<file path="config.mk">
export PLATFORM = sky130hd
export DESIGN_NAME = uart_hex_sender_flat
export DESIGN_NICKNAME = d
export VERILOG_FILES = /design/src/rtl/uart_hex_sender_if.sv /design/src/rtl/uart_hex_sender.sv /design/src/flat_wrapper.sv
export SDC_FILE = /design/constraint.sdc
export NUM_CORES = 1
export LEC_CHECK = 0
export BUFFER_PORTS_ARGS = -buffer_cell sky130_fd_sc_hd__clkbuf_2
export CAP_MARGIN = 20
export CORE_MARGIN = 2
export CORE_UTILIZATION = 32
export DETAILED_ROUTE_END_ITERATION = 12
export PLACE_DENSITY = 0.53
export SYNTH_ARGS = -nofsm -noshare
export SYNTH_HDL_FRONTEND = slang
export SYNTH_SLANG_ARGS = --single-unit
</file>
<file path="constraint.sdc">
create_clock -name clk -period 6.2 [get_ports clk]
set_input_delay 0.62 -clock clk [delete_from_list [all_inputs] [get_ports clk]]
set_output_delay 0.62 -clock clk [all_outputs]
set_load 0.05 [all_outputs]
</file>
<file path="src/rtl/uart_hex_sender_if.sv">
// Byte stream from uart_hex_sender (master) to the UART transmit serializer (slave).
// A byte moves on a rising edge where tx_valid && tx_ready. While tx_valid is high and
// the byte has not moved, tx_data holds. tx_ready carries no meaning while tx_valid is low.
interface uart_hex_sender_if;
  logic [7:0] tx_data;
  logic       tx_valid;
  logic       tx_ready;

  modport master (output tx_data, output tx_valid, input tx_ready);
  modport slave  (input tx_data, input tx_valid, output tx_ready);
endinterface

</file>
<file path="src/rtl/uart_hex_sender.sv">
// Renders a 64-bit (or 32-bit) word as lowercase ASCII hex text into a byte FIFO for the UART.
// Optional macro UART_HEX_CRLF_EN: records end in CR LF instead of LF alone.
module uart_hex_sender #(
  parameter int unsigned FIFO_AW = 5  // must be >= 5 so a whole record always fits
) (
  input  logic              clk,
  input  logic              rst_n,
  input  logic              rdata_snd_start,
  input  logic [63:0]       rdata_snd,
  input  logic              pc_print_sel,
  uart_hex_sender_if.master tx,
  output logic              flushing_wq,
  output logic              snd_busy,
  output logic              overrun,
  input  logic              clr_overrun,
  output logic [1:0]        state_dbg
);

  typedef enum logic [1:0] {
    S_IDLE  = 2'd0,
    S_CONV  = 2'd1,
    S_DRAIN = 2'd2,
    S_FLUSH = 2'd3
  } state_e;

  localparam int unsigned      DEPTH    = 1 << FIFO_AW;
  localparam logic [FIFO_AW:0] FULL_CNT = (FIFO_AW + 1)'(DEPTH);

  // Record positions are counted on the 64-bit layout: 0-7 upper word, 8 space,
  // 9-16 lower word, then the terminator. 32-bit records start at position 9.
`ifdef UART_HEX_CRLF_EN
  localparam logic [4:0] LAST_VIDX = 5'd18;
`else
  localparam logic [4:0] LAST_VIDX = 5'd17;
`endif

  state_e             state_q, state_d;
  logic [4:0]         cnt_q, cnt_d;
  logic [63:0]        data_q, data_d;
  logic               sel_q, sel_d;
  logic               overrun_q, overrun_d;
  logic [FIFO_AW-1:0] wr_ptr_q, wr_ptr_d;
  logic [FIFO_AW-1:0] rd_ptr_q, rd_ptr_d;
  logic [FIFO_AW:0]   count_q, count_d;
  logic [7:0]         mem_q [DEPTH];

  logic        push;
  logic        pop;
  logic        full;
  logic        tx_valid_w;
  logic [4:0]  vidx;
  logic [4:0]  lo_pos;
  logic [2:0]  npos;
  logic [31:0] word;
  logic [31:0] word_sh;
  logic [3:0]  nibble;
  logic [7:0]  hex_char;
  logic [7:0]  char_byte;

  // Character generator for the current record position
  always_comb begin
    vidx      = sel_q ? (cnt_q + 5'd9) : cnt_q;
    lo_pos    = vidx - 5'd9;
    npos      = (vidx < 5'd8) ? vidx[2:0] : lo_pos[2:0];
    word      = (vidx < 5'd8) ? data_q[63:32] : data_q[31:0];
    word_sh   = word >> (5'd28 - {npos, 2'b00});
    nibble    = word_sh[3:0];
    hex_char  = (nibble < 4'd10) ? (8'h30 + {4'h0, nibble}) : (8'h57 + {4'h0, nibble});
    char_byte = hex_char;
    if (vidx == 5'd8) begin
      char_byte = 8'h20;
    end else if (vidx == LAST_VIDX) begin
      char_byte = 8'h0a;
`ifdef UART_HEX_CRLF_EN
    end else if (vidx == 5'd17) begin
      char_byte = 8'h0d;
`endif
    end
  end

  assign tx_valid_w = (count_q != '0);
  assign full       = (count_q == FULL_CNT);
  assign pop        = tx_valid_w && tx.tx_ready;

  always_comb begin
    state_d = state_q;
    cnt_d   = cnt_q;
    data_d  = data_q;
    sel_d   = sel_q;
    push    = 1'b0;
    unique case (state_q)
      S_IDLE: begin
        if (rdata_snd_start) begin
          data_d  = rdata_snd;
          sel_d   = pc_print_sel;
          cnt_d   = 5'd0;
          state_d = S_CONV;
        end
      end
      S_CONV: begin
        if (!full) begin
          push  = 1'b1;
          cnt_d = cnt_q + 5'd1;
          if (vidx == LAST_VIDX) state_d = S_DRAIN;
        end
      end
      S_DRAIN: begin
        if (count_q == '0) state_d = S_FLUSH;
      end
      S_FLUSH: begin
        if (rdata_snd_start) begin
          data_d  = rdata_snd;
          sel_d   = pc_print_sel;
          cnt_d   = 5'd0;
          state_d = S_CONV;
        end else begin
          state_d = S_IDLE;
        end
      end
      default: state_d = S_IDLE;
    endcase
  end

  // A start arriving mid-record is dropped and flagged; clearing takes priority
  always_comb begin
    overrun_d = overrun_q;
    if (rdata_snd_start && (state_q == S_CONV || state_q == S_DRAIN)) overrun_d = 1'b1;
    if (clr_overrun) overrun_d = 1'b0;
  end

  always_comb begin
    wr_ptr_d = wr_ptr_q + FIFO_AW'(push);
    rd_ptr_d = rd_ptr_q + FIFO_AW'(pop);
    count_d  = count_q;
    unique case ({push, pop})
      2'b10:   count_d = count_q + 1'b1;
      2'b01:   count_d = count_q - 1'b1;
      default: count_d = count_q;
    endcase
  end

  always_ff @(posedge clk or negedge rst_n) begin
    if (!rst_n) begin
      state_q   <= S_IDLE;
      cnt_q     <= '0;
      data_q    <= '0;
      sel_q     <= 1'b0;
      overrun_q <= 1'b0;
      wr_ptr_q  <= '0;
      rd_ptr_q  <= '0;
      count_q   <= '0;
    end else begin
      state_q   <= state_d;
      cnt_q     <= cnt_d;
      data_q    <= data_d;
      sel_q     <= sel_d;
      overrun_q <= overrun_d;
      wr_ptr_q  <= wr_ptr_d;
      rd_ptr_q  <= rd_ptr_d;
      count_q   <= count_d;
    end
  end

  always_ff @(posedge clk) begin
    if (push) mem_q[wr_ptr_q] <= char_byte;
  end

  // Head byte is masked while empty so stale storage never reaches the port
  assign tx.tx_valid = tx_valid_w;
  assign tx.tx_data  = tx_valid_w ? mem_q[rd_ptr_q] : 8'h00;
  assign flushing_wq = (state_q == S_FLUSH);
  assign snd_busy    = (state_q != S_IDLE);
  assign overrun     = overrun_q;
  assign state_dbg   = state_q;

endmodule

</file>
<file path="src/flat_wrapper.sv">
// flat-port wrapper written by rule: the top's interface ports become plain ports
module uart_hex_sender_flat 
#(
  parameter int unsigned FIFO_AW = 5                                               
)
  (clk, rst_n, rdata_snd_start, rdata_snd, pc_print_sel, flushing_wq, snd_busy, overrun, clr_overrun, state_dbg, tx_tx_data, tx_tx_valid, tx_tx_ready);
  uart_hex_sender_if tx_i ();
  input  logic clk;
  input  logic rst_n;
  input  logic rdata_snd_start;
  input  logic [63:0] rdata_snd;
  input  logic pc_print_sel;
  output logic flushing_wq;
  output logic snd_busy;
  output logic overrun;
  input  logic clr_overrun;
  output logic [1:0] state_dbg;
  output wire logic [$bits(tx_i.tx_data)-1:0] tx_tx_data;
  output wire logic [$bits(tx_i.tx_valid)-1:0] tx_tx_valid;
  input wire logic [$bits(tx_i.tx_ready)-1:0] tx_tx_ready;
  assign tx_tx_data = tx_i.tx_data;
  assign tx_tx_valid = tx_i.tx_valid;
  assign tx_i.tx_ready = tx_tx_ready;
  uart_hex_sender #(.FIFO_AW(FIFO_AW)) u_core (.clk(clk), .rst_n(rst_n), .rdata_snd_start(rdata_snd_start), .rdata_snd(rdata_snd), .pc_print_sel(pc_print_sel), .tx(tx_i), .flushing_wq(flushing_wq), .snd_busy(snd_busy), .overrun(overrun), .clr_overrun(clr_overrun), .state_dbg(state_dbg));
endmodule
</file>
Yosys cells after proc, flatten, opt, wreduce, memory -nomap -nowiden
Memories as Yosys holds them, arrays and structs flattened.
Cells that the tools add are included.
{"block": "word_totals", "memories": 1, "ff_bits": 89, "in_bits": 70, "mem_bits_rw": 256}
{"block": "op_classes", "shifts": 1, "mux": 23, "addsub": 10, "n_lt_le_gt_ge": 2, "n_reduce_logical": 14, "eq_ne": 13}
{"name": "u_core.mem_q", "words": 32, "word_bits": 8, "rd": 1, "rd_clocked_by_memory_dff": 0, "write_ports": 1, "line": "uart_hex_sender.sv:45", "source": "logic [7:0] mem_q [DEPTH];"}
{"cell": "$mux 32", "count": 1}
{"cell": "$mux 8", "count": 4}
{"cell": "$shr 32x5->4", "count": 1}
{"cell": "$mux 5", "count": 3}
{"cell": "$pmux 6 s2", "count": 1}
{"cell": "$add 5x1->5", "count": 2}
{"cell": "$pmux 5 s2", "count": 1}
{"cell": "$add 7x4->8 const A", "count": 1}
{"cell": "$mux 2", "count": 4}
{"cell": "$pmux 2 s4", "count": 1}
{"cell": "$reduce_bool 2->1", "count": 4}
{"cell": "$add 6x4->7 const A", "count": 1}
{"cell": "$mux 1", "count": 7}
{"cell": "$add 6x1->6 const B", "count": 1}
{"cell": "$eq 2x2->1 const B", "count": 3}
{"cell": "$eq 6x6->1 const B", "count": 1}
{"cell": "$logic_not 6->1", "count": 1}
{"cell": "$ne 2x1->1 const B", "count": 3}
{"cell": "$reduce_bool 6->1", "count": 1}
{"cell": "$sub 6x1->6 const B", "count": 1}
{"cell": "$add 5x1->5 const B", "count": 1}
{"cell": "$add 5x4->5 const B", "count": 1}
{"cell": "$eq 5x4->1 const B", "count": 1}
{"cell": "$eq 5x5->1 const B", "count": 1}
{"cell": "14 further kinds", "count": 17}

Depth between registers and ports, before layout
Gate-level depths: netlist (run 1).
{"block": "depth", "word_depth": 10, "depth_mapped": 13, "depth_no_buf": 13}

Worst setup path before layout (run 1)
Ideal clock, no wire load.
{"block": "synth_timing", "path_kind": "register to register", "start": "register u_core.sel_q", "end": "memory u_core.mem_q[0][1], data pin", "setup_ns": 0.377, "arrival_ns": 3.902, "period_less_slack_ns": 4.279, "path_stages_with_launch": 14, "path_slack_ns": 1.921, "cell_sequence": "dfrtp_1 buf_4 xnor2_2 buf_2 inv_1 ha_1 inv_1 mux2_4 buf_8 mux2i_1 mux2_2 ha_1 a31o_2 a21oi_1"}
{"block": "synth_between", "elab_chain_cells": 9, "elab_cells_between_ends": 15, "cone_classes": "4 x add/sub; 2 x order compare; 2 x eq/ne; 1 x shift; 6 x mux"}
{"item": "from (decl)", "line": "uart_hex_sender.sv:40", "source": "logic sel_q, sel_d;"}
{"item": "from (signal assigned)", "line": "uart_hex_sender.sv:156", "source": "sel_q <= sel_d;"}
{"item": "$mux 5 *", "line": "uart_hex_sender.sv:62", "source": "vidx = sel_q ? (cnt_q + 5'd9) : cnt_q;"}
{"item": "$lt 5x4->1 or $sub 3x1->3 (tied branches)", "line": "uart_hex_sender.sv:64, uart_hex_sender.sv:65, uart_hex_sender.sv:63"}
{"item": "$mux 3", "line": "uart_hex_sender.sv:64", "source": "npos = (vidx < 5'd8) ? vidx[2:0] : lo_pos[2:0];"}
{"item": "$sub 5x5->5", "line": "uart_hex_sender.sv:66", "source": "word_sh = word >> (5'd28 - {npos, 2'b00});"}
{"item": "$shr 32x5->4", "line": "uart_hex_sender.sv:66"}
{"item": "$add 7x4->8 (tied with other cells)", "line": "uart_hex_sender.sv:68", "source": "hex_char = (nibble < 4'd10) ? (8'h30 + {4'h0, nibble}) : (8'h57 + {4'h0, nibble});"}
{"item": "$mux 8", "line": "uart_hex_sender.sv:68"}
{"item": "$mux 8", "line": "uart_hex_sender.sv:72", "source": "end else if (vidx == LAST_VIDX) begin"}
{"item": "$mux 8 *", "line": "uart_hex_sender.sv:70", "source": "if (vidx == 5'd8) begin"}
{"item": "net u_core.char_byte[1]", "line": "uart_hex_sender.sv:58", "source": "logic [7:0] char_byte;"}
{"item": "to (decl)", "line": "uart_hex_sender.sv:45"}
The timed path passes the listed nets; every way through them passes the cells marked *.

Worst setup path after layout (run 1)
{"block": "layout_timing", "start": "register u_core.rd_ptr_q[0]", "end": "output tx_tx_data[5]"}
{"block": "layout_between", "elab_chain_cells": 2}
{"item": "from (decl)", "line": "uart_hex_sender.sv:43", "source": "logic [FIFO_AW-1:0] rd_ptr_q, rd_ptr_d;"}
{"item": "from (signal assigned)", "line": "uart_hex_sender.sv:159", "source": "rd_ptr_q <= rd_ptr_d;"}
{"item": "$mem_v2 32x8"}
{"item": "$mux 8", "line": "uart_hex_sender.sv:170", "source": "assign tx.tx_data = tx_valid_w ? mem_q[rd_ptr_q] : 8'h00;"}
{"item": "to (decl)", "line": "flat_wrapper.sv:18", "source": "output wire logic [$bits(tx_i.tx_data)-1:0] tx_tx_data;"}
No other way between the ends.

==> impl_results.md, run 1 <==
- Die Y: 208.0 µm
- Htree depth: 2
- Worst path max stage delay: approximately 1.0 ns
- Total core area: 40920 µm²
- Nets: around 900
- Outcome: complete, no violations
- Post-CTS setup buffer count: 0
- Layout cells sized above 1: 0.3825
- Hold Vio Cnt, Final: 0
- Most frequent cells in the layout: 224 x edfxtp_1, 87 x dfrtp_1, 84 x mux4_2, 81 x clkbuf_2, 68 x mux2_2
- Mapped cell area: 13320 µm²
- Clock slew at reported path FFs: 0.06 ns
- Die area: 43260 µm²
- RR Startpoint: u_core.cnt_q[0]$_DFFE_PN0P_
- DRC: 0
- Final HPWL DP: roughly 18000 µm
- Yosys warnings: 0
- Largest net degree at the start of global routing: 63
- Placed insts: 1301
- Gr ovfl total: 0
- # diodes: 0
- CTS Buf Count: 36
- Final WL: approximately 27000 µm
- Vias in the first global route: 7025
- Sequential share of the synthesized area: 0.6724
- Most used cell, CP: mux4_2
- Area of the multi-input gates: 4138 µm²
- CTS-repair resized insts: 0
- Max Slew Vio Count: 0
- Final core occ: 0.3787
- DR vias: 6631
- Die width: 208.0 µm
- Area leader, netlist: edfxtp_1
- RSZ-0062 raised after global routing: false
- TritonCTS clock tree: done
- Commonest non-fill, non-tap cell in the layout: edfxtp_1
- Top delay family on crit path: multiplexers
- First-pass GRT wire length: 42600 µm
- Max Cap Viol: 0
- Antenna Nets Post-Route: 0
- Worst R2R Setup Slack: a little under 2 ns
- Flip-flop and latch area: 8961 µm²
- Clk Latency, worst-skew pair: roughly 0.51 ns
- Post-synth cell types: between 50 and 60
- Metal1 wirelength: 12860 µm
- Peak Freq: 232.9 MHz
- Placed Area: approximately 14000 µm²
- Syn_area_per_cell: ~19 µm²
- Min-Delay Path Class: input pin to async pin
- Period minus WS final: 4.294 ns
- Design area: 15500 µm²
- Starting Density: 0.3254
- Layout area overhead: 16.38%
- Layout Skew: 0.01363 ns
- CP max stage cell: dfrtp_4
- Req. time, crit path: 5.58 ns
- Synth Instances: between 700 and 800
- Top-area cell type share of the netlist area: 0.5052
- Number of synthesized register bits: 313
- Sum Neg Setup Slack: 0 ns
- Tcrit/Tclk final: 0.6926
- I/O pin count: 84
- CTS sink cnt: 313
- Synthesized Nets: 806
- Setup-failing EPs final: 0
- Met2 wire len: 12520 µm
- CP Data Arrival Time: between 3 and 4 ns
- TritonRoute pass-1 iters: 4
- Reg2Reg Depth: 10
- Row count: 74
- DR top layer: met4
- Initial antenna violation count: 0
- Drt wl/cell: around 20 µm
- Hold-fix buffers, CTS: 0
- Layout fillers: 3785
- Synth top area cells: edfxtp_1 51%, dfrtp_1 17%, mux4_2 14%, mux2_2 5.8%, ha_1 1.9%
- Post-Layout Cell Count: about 1400
- Vias/cell: 4.854
- Worst slew margin: 0.2960
- Met3 wire length: about 1400 µm
- Root buffer cell: clkbuf_16
- Critical R2R Capture: u_core.mem_q[2][2]$_DFFE_PP_
- Worst-path cell chain: buf_4 -> mux4_2 -> mux4_2 -> mux2i_1 -> nor2_1 -> clkbuf_2
- Max Root-Sink Buffers: 3
- Critical path type: flip-flop to output port
- IO Port Bufs: 82
- CP bufs+invs: 2
- CP Max Fanout: 43
- Iteration-0 DRC Markers: 532
- CP endpoint kind: output port
- All-Layer GR Usage: 0.1272
- Worst Setup Start Kind: flip-flop
- GPL Wtd Cong: 0.7111
- Worst-Margin Slew: 1.054 ns
## layer usage
metal / vias up / global-route usage
li1: 3004 / -
met1: 3428 / 0.1847
met2: 164 / 0.1952
met3: 35 / 0.02536
met4: 0 / 0.03424
met5: - / 0
## sequential cells by signal (all words and copies together), names as in the netlist
| register | count |
|---|---|
| u_core.mem_q | 224 |
| u_core.state_dbg | 2 |
| u_core.wr_ptr_q | 5 |
| u_core.overrun | 1 |
| u_core.count_q | 6 |
| u_core.data_q | 64 |
| u_core.sel_q | 1 |
| u_core.rd_ptr_q | 5 |
| u_core.cnt_q | 5 |
## through the flow
step | setup slack [ns] | hold slack (ns)
3_3_place_gp | 2.065 | 0.4824
3_5_place_dp | 1.927 | 0.4863
6_report | 1.906 | 0.03991
4_1_cts | 1.807 | 0.03848
2_1_floorplan | 1.921 | 0.3244
5_1_grt | 1.609 | 0.05934
## synth_stat cells (all sizes together)
library cell / number
mux2: 70
edfxtp: 224
and4: 1
nor3: 1
dfrtp: 89
nand3: 8
a32o: 1
fa: 1
conb: 1
o221ai: 1
a22o: 3
a21oi: 7
a31o: 2
ha: 20
nand4: 1
o21ai: 10
and2: 3
mux4: 86
a21boi: 2
a222oi: 1
nand2: 20
or3b: 2
nand3b: 4
nand4b: 1
a22oi: 1
a21o: 2
inv: 16
xor2: 7
or3: 2
a31oi: 1
nor2: 49
xnor2: 8
and3: 1
or4: 1
o21bai: 1
clkbuf: 25
o211a: 1
a211oi: 2
o211ai: 1
mux2i: 20
nand2b: 6
buf: 12
## how the worst max path moves through the flow
stage | startpoint | end | slack (ns) | depth (start not counted)
6_report | u_core.rd_ptr_q[0]$_DFF_PN0_ | tx_tx_data[5] | 1.91 | 6
3_5_place_dp | u_core.cnt_q[0]$_DFFE_PN0P_ | u_core.mem_q[17][6]$_DFFE_PP_ | 1.93 | 9
3_3_place_gp | u_core.cnt_q[0]$_DFFE_PN0P_ | u_core.mem_q[18][2]$_DFFE_PP_ | 2.07 | 10
2_1_floorplan | u_core.sel_q$_DFFE_PN0P_ | u_core.mem_q[0][1]$_DFFE_PP_ | 1.92 | 13
4_1_cts | u_core.rd_ptr_q[0]$_DFF_PN0_ | tx_tx_data[5] | 1.81 | 6
5_1_grt | u_core.cnt_q[0]$_DFFE_PN0P_ | u_core.mem_q[2][2]$_DFFE_PP_ | 1.61 | 10
## cell type report
class                           instances  area share
Clock buffer                           46     0.06451
Tap cell                              532     0.04296
Inverter                               16    0.003876
Multi-Input combinational cell        349      0.2670
Sequential cell                       313      0.5783
Timing Repair Buffer                   92     0.03278
Clock inverter                         18     0.01058
## cell families (layout without fill, tap and decap cells)
group                      Yosys count  in the layout  share of synthesized area
DFF                                313            313                     0.6724
muxes                              176            176                     0.2218
and+or+nand+nor                    100            100                    0.03590
buffers and inverters               53            172                    0.01823
AOI/OAI and AO/OA                   36             36                    0.02011
adders and majority gates           21             21                    0.02030
xor gates and xnor gates            15             15                    0.01099
other                                1              1                  0.0002816
Power of run 1 is not shown: default switching activity piles up to over one toggle a cycle in this logic, so the estimate is an artifact.
==> run 2: changes to the inputs <==
==> constraint.sdc (replaced) <==
create_clock -name clk -period 4.3 [get_ports clk]
set_input_delay 0.43 -clock clk [delete_from_list [all_inputs] [get_ports clk]]
set_output_delay 0.43 -clock clk [all_outputs]
set_load 0.05 [all_outputs]
==> impl_results.md, run 2 (synthesized netlist as in run 1, its figures left out) <==
- Outcome: complete, no violations
- Worst R2R Setup Slack: 0.61 ns
- Total core area: roughly 40000 µm²
- RSZ-0062 raised after global routing: false
- Hold Vio Cnt, Final: 0
- Final HPWL DP: 18740 µm
- TritonCTS clock tree: done
- Largest registers: u_core.mem_q (224), u_core.data_q (64), u_core.count_q (6)
- Critical R2R Capture: u_core.mem_q[26][1]$_DFFE_PP_
- Starting Density: 0.3254
- I/O pin count: 84
- Antenna Nets Post-Route: 0
- Row count: 74
- Die Y: roughly 210 µm
- DR vias: 6573
- CP max stage cell: a21oi_2
- Min-Delay Path Class: input pin to async pin
- CTS-repair resized insts: 0
- Iteration-0 DRC Markers: around 370
- IO Port Bufs: 82
- Critical path type: flip-flop to flip-flop
- DRC: 0
- TritonRoute pass-1 iters: 4
- Nets: 913
- Initial antenna violation count: 0
- Final worst slack: around 0.6 ns
- Req. time, crit path: 4.65 ns
- CP Max Fanout: 20
- CTS sink cnt: roughly 310
- Worst setup path end: u_core.mem_q[26][1]$_DFFE_PP_
- Met2 wire len: 13040 µm
- First-pass GRT wire length: 43430 µm
- Met3 wire length: about 1600 µm
- Die area: around 43000 µm²
- Crit path launch: u_core.cnt_q[0]$_DFFE_PN0P_
- Final hold slack: ~0.035 ns
- CP endpoint kind: flip-flop
- Period minus WS final: 3.687 ns
- All-Layer GR Usage: 0.1298
- DR top layer: met4
- Max Cap Viol: 0
- Pre-CTS setup slack: 0.1912 ns
- Post-CTS setup buffer count: 0
- Largest net degree at the start of global routing: 66
- Layout cells sized above 1: 0.3872
- GPL Wtd Cong: 0.7407
- RR Startpoint: u_core.cnt_q[0]$_DFFE_PN0P_
- Metal1 wirelength: 12440 µm
- Die width: 208.0 µm
- Worst slew margin: 0.3536
- Layout area overhead: 18.36%
- Vias/cell: 4.766
- Worst path max stage delay: 0.49 ns
- Htree depth: 2
- Max reg flops: 224
- Max Root-Sink Buffers: 3
- Gr ovfl total: 0
- Largest register by flop count: u_core.mem_q
- Commonest non-fill, non-tap cell in the layout: edfxtp_1
- Tcrit/Tclk final: 0.8574
- Hold-fix buffers, CTS: 0
- Clk Latency, worst-skew pair: 0.51 ns
- Peak Freq: ~270 MHz
- Vias in the first global route: approximately 7100
- Clock slew at reported path FFs: 0.06 ns
- Worst Setup Start Kind: flip-flop
- Worst-path cell chain: ha_1 -> a21oi_1 -> o221ai_4 -> nor2_4 -> mux2_4 -> mux2i_1 -> mux2_2 -> ha_1 -> a31o_2 -> a21oi_2 -> buf_8
- # diodes: 0
- Most used cell, CP: ha_1
- Setup-failing EPs final: 0
- CP Data Arrival Time: 4.03 ns
- Root buffer cell: clkbuf_16
- Worst-Margin Slew: around 0.97 ns
- Sum Neg Setup Slack: 0 ns
- Layout Skew: 0.02019 ns
- Max Slew Vio Count: 0
- Drt wl/cell: about 20 µm
- Reg2Reg Depth: 11
- Final WL: 27640 µm
- Most frequent cells in the layout: 224 x edfxtp_1, 87 x dfrtp_1, 84 x mux4_2, 81 x clkbuf_2, 68 x mux2_2
- CTS Buf Count: 37
-- run 2: changes by cell type in the layout (fill, tap and decap cells not counted), moves of 3 or more --
cell	delta
clkinv_2	-3
clkinvlp_4	-3
clkbuf_1	+5
clkbuf_8	-3
buf_12	+3
clkbuf_16	+3
bufinv_16	+4
buf_4	+7
-- run 2: cell type report --
| cell class | instances | area (µm²) |
|---|---|---|
| repair buffers | 105 | 688.2 |
| multi-input cells | 349 | 4138 |
| clock buffers | 50 | 1027 |
| clock inverters | 14 | 222.7 |
| flip-flops and latches | 313 | 8959 |
| well taps | 532 | 665.6 |
| inverters | 16 | 60.06 |
| fillers | 3786 | 25160 |
-- run 2: routing by layer --
metal,global-route usage,vias to the layer above
met5,0,-
li1,-,3030
met2,0.2074,159
met1,0.1806,3343
met4,0.03840,0
met3,0.02475,41
-- run 2: how the worst min path moves through the flow --
stage                                               end  depth (start not counted)
after floorplan             u_core.cnt_q[0]$_DFFE_PN0P_                          0
after global placement    u_core.data_q[41]$_DFFE_PN0P_                          1
after detailed placement   u_core.data_q[9]$_DFFE_PN0P_                          1
after CTS                 u_core.data_q[46]$_DFFE_PN0P_                          1
after global routing         u_core.overrun$_DFFE_PN0P_                          2
final                     u_core.count_q[4]$_DFFE_PN0P_                          1
-- run 2: through the flow --
stage / instance area [µm²] / cells / util
floorplan: 13320 / 715 / -
global placement: 14420 / 1311 / 0.3522
detailed placement: 14430 / 1312 / 0.3526
CTS: 15680 / 1376 / 0.3831
global route: 15760 / 1379 / 0.3851
finish: 15760 / 1379 / 0.3851
-- run 2: critical path: cells and delay by family (launching register included) --
| kind | cells | cell delay [ns] |
|---|---|---|
| compound gates | 4 | 1.13 |
| mux | 3 | 0.86 |
| fa+ha+maj | 2 | 0.58 |
| flops | 1 | 0.45 |
| simple gates | 1 | 0.25 |
| buf+inv | 1 | 0.24 |
Power of run 2 is left out for the same reason.
==> run 3: changes to the inputs <==
--- a/config.mk
+++ b/config.mk
@@ -7,10 +7,12 @@
 export LEC_CHECK = 0
 export BUFFER_PORTS_ARGS = -buffer_cell sky130_fd_sc_hd__clkbuf_2
 export CAP_MARGIN = 20
+export CELL_PAD_IN_SITES_DETAIL_PLACEMENT = 1
+export CELL_PAD_IN_SITES_GLOBAL_PLACEMENT = 2
 export CORE_MARGIN = 2
 export CORE_UTILIZATION = 32
 export DETAILED_ROUTE_END_ITERATION = 12
-export PLACE_DENSITY = 0.53
+export PLACE_DENSITY = 0.64
 export SYNTH_ARGS = -nofsm -noshare
 export SYNTH_HDL_FRONTEND = slang
 export SYNTH_SLANG_ARGS = --single-unit
==> impl_results.md, run 3 (synthesized netlist as in run 1, its figures left out) <==
- Placed Area: 14410 µm²
- Period minus WS final: 4.004 ns
- Largest net degree at the start of global routing: 66
- Worst-Margin Slew: 1.086 ns
- Gr ovfl total: 0
- Layout cells sized above 1: 0.3893
- Peak Freq: 249.7 MHz
- Max Root-Sink Buffers: 3
- Hold-fix buffers, CTS: 0
- Design area: 15610 µm²
- # diodes: 0
- DRC: 0
- RSZ-0062 raised after global routing: false
- Worst-path cell chain: ha_1 -> a21oi_1 -> o221ai_4 -> nor2_4 -> buf_12 -> mux4_1 -> mux2_4 -> mux2_2 -> nor2_1 -> a31o_1
- Antenna Nets Post-Route: 0
- CP max stage cell: a31o_1
- Req. time, crit path: 4.46 ns
- Worst R2R Setup Slack: 0.30 ns
- TritonRoute pass-1 iters: 7
- Htree depth: 2
- CP Max Fanout: 32
- Row count: 74
- Iteration-0 DRC Markers: 437
- All-Layer GR Usage: 0.1438
- Total core area: a little over 40000 µm²
- Final hold slack: -0.01294 ns
- Most frequent cells in the layout: 224 x edfxtp_1, 87 x dfrtp_1, 84 x mux4_2, 81 x clkbuf_2, 68 x mux2_2
- Setup-failing EPs final: 0
- Vias/cell: ~4.9
- Nets: 908
- CP endpoint kind: flip-flop
- Pre-CTS setup slack: 0.2488 ns
- Vias in the first global route: roughly 7400
- Critical path type: flip-flop to flip-flop
- DR vias: just under 7000
- Final core occ: 0.3814
- Final WL: 30570 µm
- Hold Vio Cnt, Final: 17
- TritonCTS clock tree: done
- Tcrit/Tclk final: 0.9312
- IO Port Bufs: 82
- Drt wl/cell: 22.20 µm
- Outcome: complete, but fails checks
- Max Cap Viol: 0
- Layout Skew: 0.03852 ns
- Die width: between 200 and 250 µm
- Final HPWL DP: roughly 20000 µm
- Post-CTS setup buffer count: 0
- Largest registers: u_core.mem_q (224), u_core.data_q (64), u_core.count_q (6)
- Root buffer cell: clkbuf_16
- Worst path max stage delay: around 0.8 ns
- Min-Delay Path Class: input pin to async pin
- Failing checks: hold timing
- GPL Wtd Cong: 0.7324
- I/O pin count: 84
- CTS sink cnt: 313
- Initial antenna violation count: 1
- CTS Buf Count: 36
- Clock slew at reported path FFs: approximately 0.05 ns
- Largest register by flop count: u_core.mem_q
- Die Y: just over 200 µm
- CTS-repair resized insts: 0
- Starting Density: 0.3254
- Max reg flops: around 220
- Worst slew margin: 0.2732
- Reg2Reg Depth: 10
- Commonest non-fill, non-tap cell in the layout: edfxtp_1
- CP Data Arrival Time: 4.17 ns
- First-pass GRT wire length: 46660 µm
- Worst Setup Start Kind: flip-flop
- Sum Neg Setup Slack: 0 ns
- Die area: 43260 µm²
- Max Slew Vio Count: 0
- Clk Latency, worst-skew pair: 0.54 ns
- Final worst slack: 0.2956 ns
- Layout area overhead: 17.23%
run 3: changes by cell type in the layout (fill, tap and decap cells not counted):
cell       before  now
buf_4          17   16
clkinv_2        2    9
inv_6           2    0
clkbuf_1       10    8
clkinv_4        0    1
clkinv_8        0    3
clkbuf_8        1    2
clkbuf_16      40   37
clkinv_1        4    3
buf_16          2    0
bufinv_16       6    3
run 3: area by class of cell:
cell class                      instances  area (µm²)
Clock buffer                           47       983.4
Clock inverter                         19       203.9
Fill cell                            4071       25310
Inverter                               16       60.06
Multi-Input combinational cell        349        4138
Sequential cell                       313        8959
Tap cell                              532       665.6
Timing Repair Buffer                  101       600.6
run 3: per-stage QoR:
step | hold slack [ns] | cells
final | -0.01294 | 1377
after floorplan | 0.1344 | 715
after global placement | 0.4874 | 1310
after detailed placement | 0.4946 | 1310
after global routing | 0.05344 | 1377
after CTS | 0.02130 | 1376
run 3: layer usage:
metal  share of wire  GRT usage  routed length (µm)
met1            0.44     0.1990               13590
met5         0.00036          0                  11
met4           0.020    0.03644                 598
met3           0.060    0.02702                1825
met2            0.48     0.2342               14550
run 3: path summary, 6_finish.rpt:
check / start / to
worst min register to register: u_core.overrun$_DFFE_PN0P_ / u_core.overrun$_DFFE_PN0P_
worst min-delay path: rst_n / u_core.data_q[13]$_DFFE_PN0P_
max in group asynchronous: rst_n / u_core.rd_ptr_q[0]$_DFF_PN0_
min in group clk: clr_overrun / u_core.overrun$_DFFE_PN0P_
worst max register to register: u_core.cnt_q[0]$_DFFE_PN0P_ / u_core.mem_q[3][2]$_DFFE_PP_
worst max-delay path: u_core.cnt_q[0]$_DFFE_PN0P_ / u_core.mem_q[3][2]$_DFFE_PP_
run 3: critical path, delay by kind of cell, from the launching register on:
| kind | cells | cell delay [ns] |
|---|---|---|
| AOI/OAI and AO/OA | 3 | 1.22 |
| muxes | 3 | 1.13 |
| DFF | 1 | 0.45 |
| and+or+nand+nor | 2 | 0.35 |
| adders and majority gates | 1 | 0.30 |
| buffers and inverters | 1 | 0.18 |
Power of run 3 is left out for the same reason.
